$ cat config.mk
export PLATFORM = sky130hd
export DESIGN_NAME = pipeline_hazard_ctrl
export DESIGN_NICKNAME = d
export VERILOG_FILES = /design/src/rtl/pipeline_hazard_ctrl.sv
export SDC_FILE = /design/constraint.sdc
export NUM_CORES = 1
export LEC_CHECK = 0
export ABC_AREA = 1
export CAP_MARGIN = 0
export CORE_MARGIN = 4
export CORE_UTILIZATION = 46
export DETAILED_ROUTE_END_ITERATION = 16
export PLACE_DENSITY = 0.76
export RECOVER_POWER = 50
export SYNTH_ARGS = -nofsm -noshare
export SYNTH_HDL_FRONTEND = slang
export SYNTH_SLANG_ARGS = --single-unit
$ cat constraint.sdc
create_clock -name clk -period 1.7 [get_ports clk]
set_input_delay 0.51 -clock clk [delete_from_list [all_inputs] [get_ports clk]]
set_output_delay 0.51 -clock clk [all_outputs]
set_load 0.05 [all_outputs]
$ cat src/rtl/pipeline_hazard_ctrl.sv
// rtl/pipeline_hazard_ctrl.sv - data/control hazard scheduler for the 5-stage core
// Optional operand forwarding selected by PIPELINE_HAZARD_FORWARD_EN.
module pipeline_hazard_ctrl #(
    parameter int REG_AW = 5,
    parameter int DEPTH  = 3,
    parameter int CNT_W  = 16
) (
    input  logic              clk,
    input  logic              reset,
    input  logic              id_valid,
    input  logic [REG_AW-1:0] id_rs,
    input  logic [REG_AW-1:0] id_rt,
    input  logic              id_uses_rs,
    input  logic              id_uses_rt,
    input  logic              id_wr_en,
    input  logic [REG_AW-1:0] id_rd,
    input  logic              id_is_load,
    input  logic              ex_br_taken,
    output logic              stall,
    output logic              bubble,
    output logic              flush,
    output logic [1:0]        fwd_a,
    output logic [1:0]        fwd_b,
    output logic [CNT_W-1:0]  stall_count
);
    // Shadow pipe, index 0 = EX, DEPTH-1 = WB
    logic [DEPTH-1:0]             vld_q, vld_d;
    logic [DEPTH-1:0]             wr_q, wr_d;
    logic [DEPTH-1:0]             ld_q, ld_d;
    logic [DEPTH-1:0][REG_AW-1:0] rd_q, rd_d;
    logic [CNT_W-1:0]             cnt_q, cnt_d;

    logic [DEPTH-1:0] m_rs, m_rt;
    logic             hz, stall_c, flush_c, issue;
    logic [1:0]       fwd_a_c, fwd_b_c;
    logic             unused_ld;

    always_comb begin
        m_rs = '0;
        m_rt = '0;
        for (int k = 0; k < DEPTH; k++) begin
            m_rs[k] = id_uses_rs & vld_q[k] & wr_q[k] & (rd_q[k] == id_rs) & (id_rs != '0);
            m_rt[k] = id_uses_rt & vld_q[k] & wr_q[k] & (rd_q[k] == id_rt) & (id_rt != '0);
        end
    end

    always_comb begin
        fwd_a_c = 2'b00;
        fwd_b_c = 2'b00;
`ifdef PIPELINE_HAZARD_FORWARD_EN
        hz = id_valid & ld_q[0] & (m_rs[0] | m_rt[0]);
        // Walk oldest to youngest so the youngest producer wins; a load still in EX has no data yet
        for (int k = DEPTH - 1; k >= 0; k--) begin
            if (m_rs[k] && !(k == 0 && ld_q[0])) fwd_a_c = 2'(k + 1);
            if (m_rt[k] && !(k == 0 && ld_q[0])) fwd_b_c = 2'(k + 1);
        end
`else
        hz = id_valid & ((|m_rs) | (|m_rt));
`endif
        flush_c = ex_br_taken & reset;
        stall_c = hz & ~ex_br_taken & reset;
        if (!reset) begin
            fwd_a_c = 2'b00;
            fwd_b_c = 2'b00;
        end
    end

    always_comb begin
        issue = id_valid & ~stall_c & ~flush_c;
        vld_d = {vld_q[DEPTH-2:0], issue};
        wr_d  = {wr_q[DEPTH-2:0], issue & id_wr_en};
        ld_d  = {ld_q[DEPTH-2:0], issue & id_is_load};
        rd_d  = {rd_q[DEPTH-2:0], (issue ? id_rd : {REG_AW{1'b0}})};
        cnt_d = cnt_q;
        if (stall_c && (cnt_q != {CNT_W{1'b1}})) cnt_d = cnt_q + 1'b1;
    end

    always_ff @(posedge clk or negedge reset) begin
        if (!reset) begin
            vld_q <= '0;
            wr_q  <= '0;
            ld_q  <= '0;
            rd_q  <= '0;
            cnt_q <= '0;
        end else begin
            vld_q <= vld_d;
            wr_q  <= wr_d;
            ld_q  <= ld_d;
            rd_q  <= rd_d;
            cnt_q <= cnt_d;
        end
    end

    assign unused_ld   = ^ld_q;
    assign stall       = stall_c;
    assign flush       = flush_c;
    assign bubble      = stall_c | flush_c;
    assign fwd_a       = fwd_a_c;
    assign fwd_b       = fwd_b_c;
    assign stall_count = cnt_q;
endmodule

Word-level counts from Yosys, hierarchy flattened

Index checks and enable logic that the tools add are counted.

Bits of input ports: 23
Memory bits (writable): 0
Register bits: 37
ROM bits: 0
Word-level logic and storage cells: 56
Latch bits: 0
Memories: 0

Bitwise operators: 36
Div/mod/pow operators: 0
Order comparisons: 0
Multipliers: 0
Muxes and demuxes: 1
Equality and inequality tests: 7
Reductions and logical operators: 5
$add $sub $neg: 1
Shifts and indexed selects: 0

Operators with widths:

| kind                                                             | number |
|---|---|
| 1-bit bitwise AND                                                | 31 |
| 5-bit == test                                                    | 6 |
| 16-bit by 1-bit adder with 16-bit output (second input constant) | 1 |
| 16-bit != test (second input constant)                           | 1 |
| 5-bit nonzero test                                               | 2 |
| 3-bit OR reduction                                               | 2 |
| 5-bit two-way mux                                                | 1 |
| 1-bit inverter                                                   | 3 |
| 1-bit OR                                                         | 2 |
| 1-bit logical AND                                                | 1 |

Depth between registers and ports, before layout

Gate-level depths: netlist of run 1.

Depth after elaboration: 13
Mapped depth: 13
Mapped depth without buffers: 13

Least setup slack after synthesis of run 1

OpenSTA, ideal clock, no wires.

Kind: input-to-output
From: in id_rt[4]
To: out bubble
Arrival: 1537 ps
Buffers on the path: 1
Cell stages on the path: 10
Path slack: -347 ps
Path through: inv_2 -> nand2_1 -> a21oi_1 -> nand3_1 -> nand3_1 -> nand2_1 -> nand2_1 -> buf_6 -> nand2_2 -> nand2_1

Longest elaborated chain between the ends: 9
Elaborated cells on any way between the ends: 16
Classes of those cells: eq/ne (3); bitwise (11); reduce/logical (2)

Ends and longest elaborated chain:

| element                             | line | RTL |
|---|---|---|
| start, declared                     | 12   | `input logic [REG_AW-1:0] id_rt,` |
| 5-bit == test                       | 43   | `m_rt[k] = id_uses_rt & vld_q[k] & wr_q[k] & (rd_q[k] == id_rt) & (id_rt != '0);` |
| 1-bit bitwise AND (2 in series)     | 43   |  |
| 3-bit OR reduction (*)              | 58   | `hz = id_valid & ((\|m_rs) \| (\|m_rt));` |
| 1-bit OR (*)                        | 58   |  |
| 1-bit bitwise AND (*)               | 58   |  |
| 1-bit bitwise AND (*) (2 in series) | 61   | `stall_c = hz & ~ex_br_taken & reset;` |
| 1-bit OR (*)                        | 97   | `assign bubble = stall_c \| flush_c;` |
| end, declared                       | 20   | `output logic bubble,` |

Mark *: on every way between the ends. The rest lies on a longest branch, timed or not.

Final worst setup path of run 1

From: in id_uses_rt
To: out bubble

Longest elaborated chain between the ends: 10
Elaborated cells on any way between the ends: 18
Classes of those cells: bitwise (17); reduce/logical (1)

Ends and longest elaborated chain:

| element                             | line | RTL |
|---|---|---|
| start, declared                     | 14   | `input logic id_uses_rt,` |
| 1-bit bitwise AND (4 in series)     | 43   |  |
| 3-bit OR reduction (*)              | 58   |  |
| 1-bit OR (*)                        | 58   |  |
| 1-bit bitwise AND (*)               | 58   |  |
| 1-bit bitwise AND (*) (2 in series) | 61   |  |
| 1-bit OR (*)                        | 97   |  |

Marked as above.

==> summary by stage, run 1 <==
Yosys
After synthesis, the cell types taking the most area are sky130_fd_sc_hd__dfrtp_1, sky130_fd_sc_hd__nand2_1, sky130_fd_sc_hd__nand3_1, sky130_fd_sc_hd__inv_1, sky130_fd_sc_hd__nor2_1. The cell area that synthesis handed to floorplanning was 2250 µm². Counting flops and latches in the post-synthesis netlist gives 37. Summed over all instances, the cell type with the most area after synthesis is sky130_fd_sc_hd__dfrtp_1. The share of the yosys chip area belonging to registers is 41.1%. The number of different library cells used by synthesis comes to 21.

Synthesis handed over a netlist of 340 instances. During synthesis, Yosys emitted a total of 0 warnings. The post-synthesis area per instance is 6.62 µm². Summed over its instances, the top area cell type makes up 41.1% of the synthesized netlist area.

Setup path
The worst setup path is captured at an output pin. The number of buffer and inverter stages on the critical path is 2. The element type at the critical path start is a primary input. The worst register-to-register path has a depth of 13. The start point of the critical path is id_uses_rt. The most numerous cell type found on the critical path is sky130_fd_sc_hd__nand3_1. The cell with the largest stage delay on the worst path is sky130_fd_sc_hd__dlygate4sd2_1. The critical path required time is 1190 ps.

The endpoint arrival time on the critical path is 1650 ps. The worst reg2reg path endpoint is stall_count[15]$_DFFE_PN0P_. The worst register-to-register path has a setup slack of -120 ps. The worst reg2reg path startpoint is rd_d[9]$_DFF_PN0_.

Along the worst path, the maximum fanout reaches 3. The biggest cell delay along the critical path is 250 ps. Among cell families on the critical path, the largest total delay comes from simple AND/OR/NAND/NOR gates. The signal on the critical path passes through dlygate4sd2_1 > nand3_1 > a21oi_2 > nand3_1 > nand3_1 > nand2_2 > nand2_4 > nand2_8 > nand2_8 > buf_12. The critical path in this run is classified as primary input to output pin.

Cells and area
The net count of the finished layout is about 440. The area growth from synthesis to layout is 50.0%. The fraction of final layout cells with drive strength greater than 1 is 28.4%.

0 antenna diodes ended up in the layout. Counting the fill cells in the layout gives 366.

Clock tree
The H-tree depth is 2. TritonCTS built the clock tree. The sink count of the clock tree is 37.

The number of buffers created by CTS is 5. The cell at the root of the clock tree is sky130_fd_sc_hd__clkbuf_8. The clock passes through at most 2 buffers.

The clock slew seen by the registers of the worst setup and hold paths is 80 ps. The later-pin clock latency in the skew report is 300 ps. The number of buffers inserted by hold repair at cts is 0.

Timing
Setup repair after global routing could not meet its margin everywhere. Setup violations remaining at the end of the flow were counted as 19. The slew of the pin with the lowest slew margin is approximately 670 ps.

The number of endpoints with negative hold slack in the final report is 0. The worst clock skew on the final layout is around 7.9 ps. Setup slack on the critical path of the routed design comes to -456 ps. The number of pins with negative max-slew slack in the final report is 0. The hold slack is ~400 ps. After layout, the worst path uses 127% of the clock period. After routing, the total negative slack on setup checks comes to -2080 ps. Measured against its own limit, the worst slew margin works out to approximately 55%. The smallest clock period supported by the final layout is computed as ~2200 ps. Timing would allow up to 464 MHz.

Power
The design draws 0.00216 W. The power density of the placed cells is 640 nW/µm². The worst-case vdd ir drop is 0.466 mV. Summed over all cells, the static leakage comes to 1.71 nW.

Route
Wires add up to 6500 µm. The number of iterations in the first detailed-routing pass is 5. The vias after detailed routing is 2387. For this run, design rule violations remaining after detail routing come to 0. After detailed routing, the number of vias per cell comes to 4.95. The final antenna-violating net count is 0. The first routing iteration left 146 violations. The routed length per instance is 13.5 µm.

Global routing
The first-pass GRT wire length is 9990 µm. The total global routing track utilization is 20.6%. Entering global routing, the biggest net connects 29 pins.

The initial antenna violation count is 0. Global routing finished with a remaining overflow of 0. The via count of the first global-routing pass was 2242.

Job
The total of max-cap violations is 0.

Floorplanning
The die width is 78.0 µm. The die span in y is 78.0 µm. The floorplan die area is 6080 µm². The boundary pin count is 46. Row generation in the floorplan step produced 25 rows. For this configuration, the core starts out at a cell density of about 48%.

The area inside the core boundary is 4720 µm².

Worst hold path
The min-delay analysis places its worst path in the category flop to flop. The cell count of the worst hold path is 0. The startpoint of the tightest hold check path is wr_q[1]$_DFF_PN0_.

For hold timing, the worst endpoint is wr_q[2]$_DFF_PN0_.

Placement
After legalization and detailed placement, the total HPWL measured between 4000 and 5000 µm. Prior to clock tree synthesis, the placed netlist has a worst setup slack of -937 ps. Buffers placed on the I/O ports in this run total 40. The congestion estimate from routability-driven global placement came to roughly 0.93.

Status
The checks that failed: negative setup slack. The run finished, with violations left.
==> registers in the layout, indices dropped and copies added (netlist names) <==
name and count:
wr_q 3, rd_q 5, rd_d 10, stall_count 16, vld_q 3
==> through the flow <==
stage	instances	utilization (%)	instance area, µm²
floorplan	343	-	2320
global placement	462	65.3	3080
detailed placement	462	65.3	3080
CTS	475	68.6	3240
global route	482	71.5	3380
finish	482	71.5	3380
==> cells in the final DEF (no fill, tap or decap), drive strengths merged <==
cell type / netlist / routed
clkdlybuf4s15: 0 / 1
clkinv: 0 / 2
dfrtp: 37 / 37
xnor2: 1 / 1
nor3: 6 / 6
conb: 1 / 4
clkbuf: 0 / 11
nand2: 128 / 128
clkdlybuf4s50: 0 / 6
nor3b: 1 / 1
ha: 1 / 1
buf: 10 / 57
inv: 61 / 60
a21oi: 3 / 3
nand4: 15 / 15
xor2: 3 / 3
bufinv: 0 / 2
nor2: 34 / 34
o21ai: 2 / 2
nand3: 37 / 37
dlygate4sd2: 0 / 4
==> cells in the mapped netlist <==
master / number
sky130_fd_sc_hd__ha_1: 1
sky130_fd_sc_hd__nand3_4: 1
sky130_fd_sc_hd__buf_6: 2
sky130_fd_sc_hd__xnor2_1: 1
sky130_fd_sc_hd__inv_1: 45
sky130_fd_sc_hd__dfrtp_1: 37
sky130_fd_sc_hd__inv_2: 16
sky130_fd_sc_hd__xor2_1: 3
sky130_fd_sc_hd__buf_4: 4
sky130_fd_sc_hd__nor3b_1: 1
sky130_fd_sc_hd__o21ai_1: 2
sky130_fd_sc_hd__nand2_2: 2
sky130_fd_sc_hd__nand3_1: 35
sky130_fd_sc_hd__nor3_1: 6
sky130_fd_sc_hd__a21oi_1: 3
sky130_fd_sc_hd__nor2_1: 34
sky130_fd_sc_hd__nand3_2: 1
sky130_fd_sc_hd__conb_1: 1
sky130_fd_sc_hd__nand4_1: 15
sky130_fd_sc_hd__buf_2: 4
sky130_fd_sc_hd__nand2_1: 126
==> worst max path at each step <==
stage | to | slack [ps] | cells past startpoint
2_1_floorplan | bubble | -130 | 10
3_3_place_gp | bubble | -910 | 12
3_5_place_dp | bubble | -940 | 12
4_1_cts | bubble | -470 | 10
5_1_grt | bubble | -600 | 9
6_report | bubble | -460 | 10
==> cell type report <==
class	count	area (µm²)	area share, %
multi-input combinational	235	1160	34.2
sequential	37	930	27.5
timing repair buffer	74	840	24.9
inverter	61	234	6.93
tap	67	83.8	2.48
clock buffer	5	68.8	2.04
clock inverter	3	65.1	1.93
==> metal layers <==
| metal | GRT usage, % | part of all wire (%) |
|---|---|---|
| met2 | 34.8 | 52 |
| met1 | 25.1 | 40 |
| met3 | 4.99 | 5.3 |
| met4 | 8.57 | 2.3 |
| met5 | 0 | 0 |
==> where the power goes <==
part | switching, W | total, W | leakage (nW) | internal, W
clock network | 0.000333 | 0.000916 | 0.0681 | 0.000583
registers | 0.0000275 | 0.000936 | 0.488 | 0.000908
logic | 0.000187 | 0.000309 | 1.16 | 0.000122
total | 0.000547 | 0.00216 | 1.71 | 0.00161
==> cells by family (layout without fill, tap and decap cells) <==
group           count (synthesis)  in the layout  share of synthesized area, %
compound gates                  5              5                          1.11
xor+xnor                        4              4                          1.56
fa+ha+maj                       1              1                         0.556
buf+inv                        71            143                          13.4
flops                          37             37                          41.1
other cells                     1              4                         0.167
simple gates                  221            221                          42.1
==> what timing repair did <==
item,in CTS,in global routing
endpoints found under the setup margin,26,25
cloned,0,3
setup buffers,8,5
hold endpoints to repair,0,0
pin swaps,8,13
resized for setup,52,21
Note: power is estimated with default switching activity, not from simulation.
==> run 2, diff against run 1 <==
--- a/config.mk
+++ b/config.mk
@@ -6,7 +6,6 @@
 export NUM_CORES = 1
 export LEC_CHECK = 0
 export ABC_AREA = 1
-export CAP_MARGIN = 0
 export CORE_MARGIN = 4
 export CORE_UTILIZATION = 46
 export DETAILED_ROUTE_END_ITERATION = 16
==> results of run 2 <==
Final layout, timing and power as in run 1 (identical DEF).
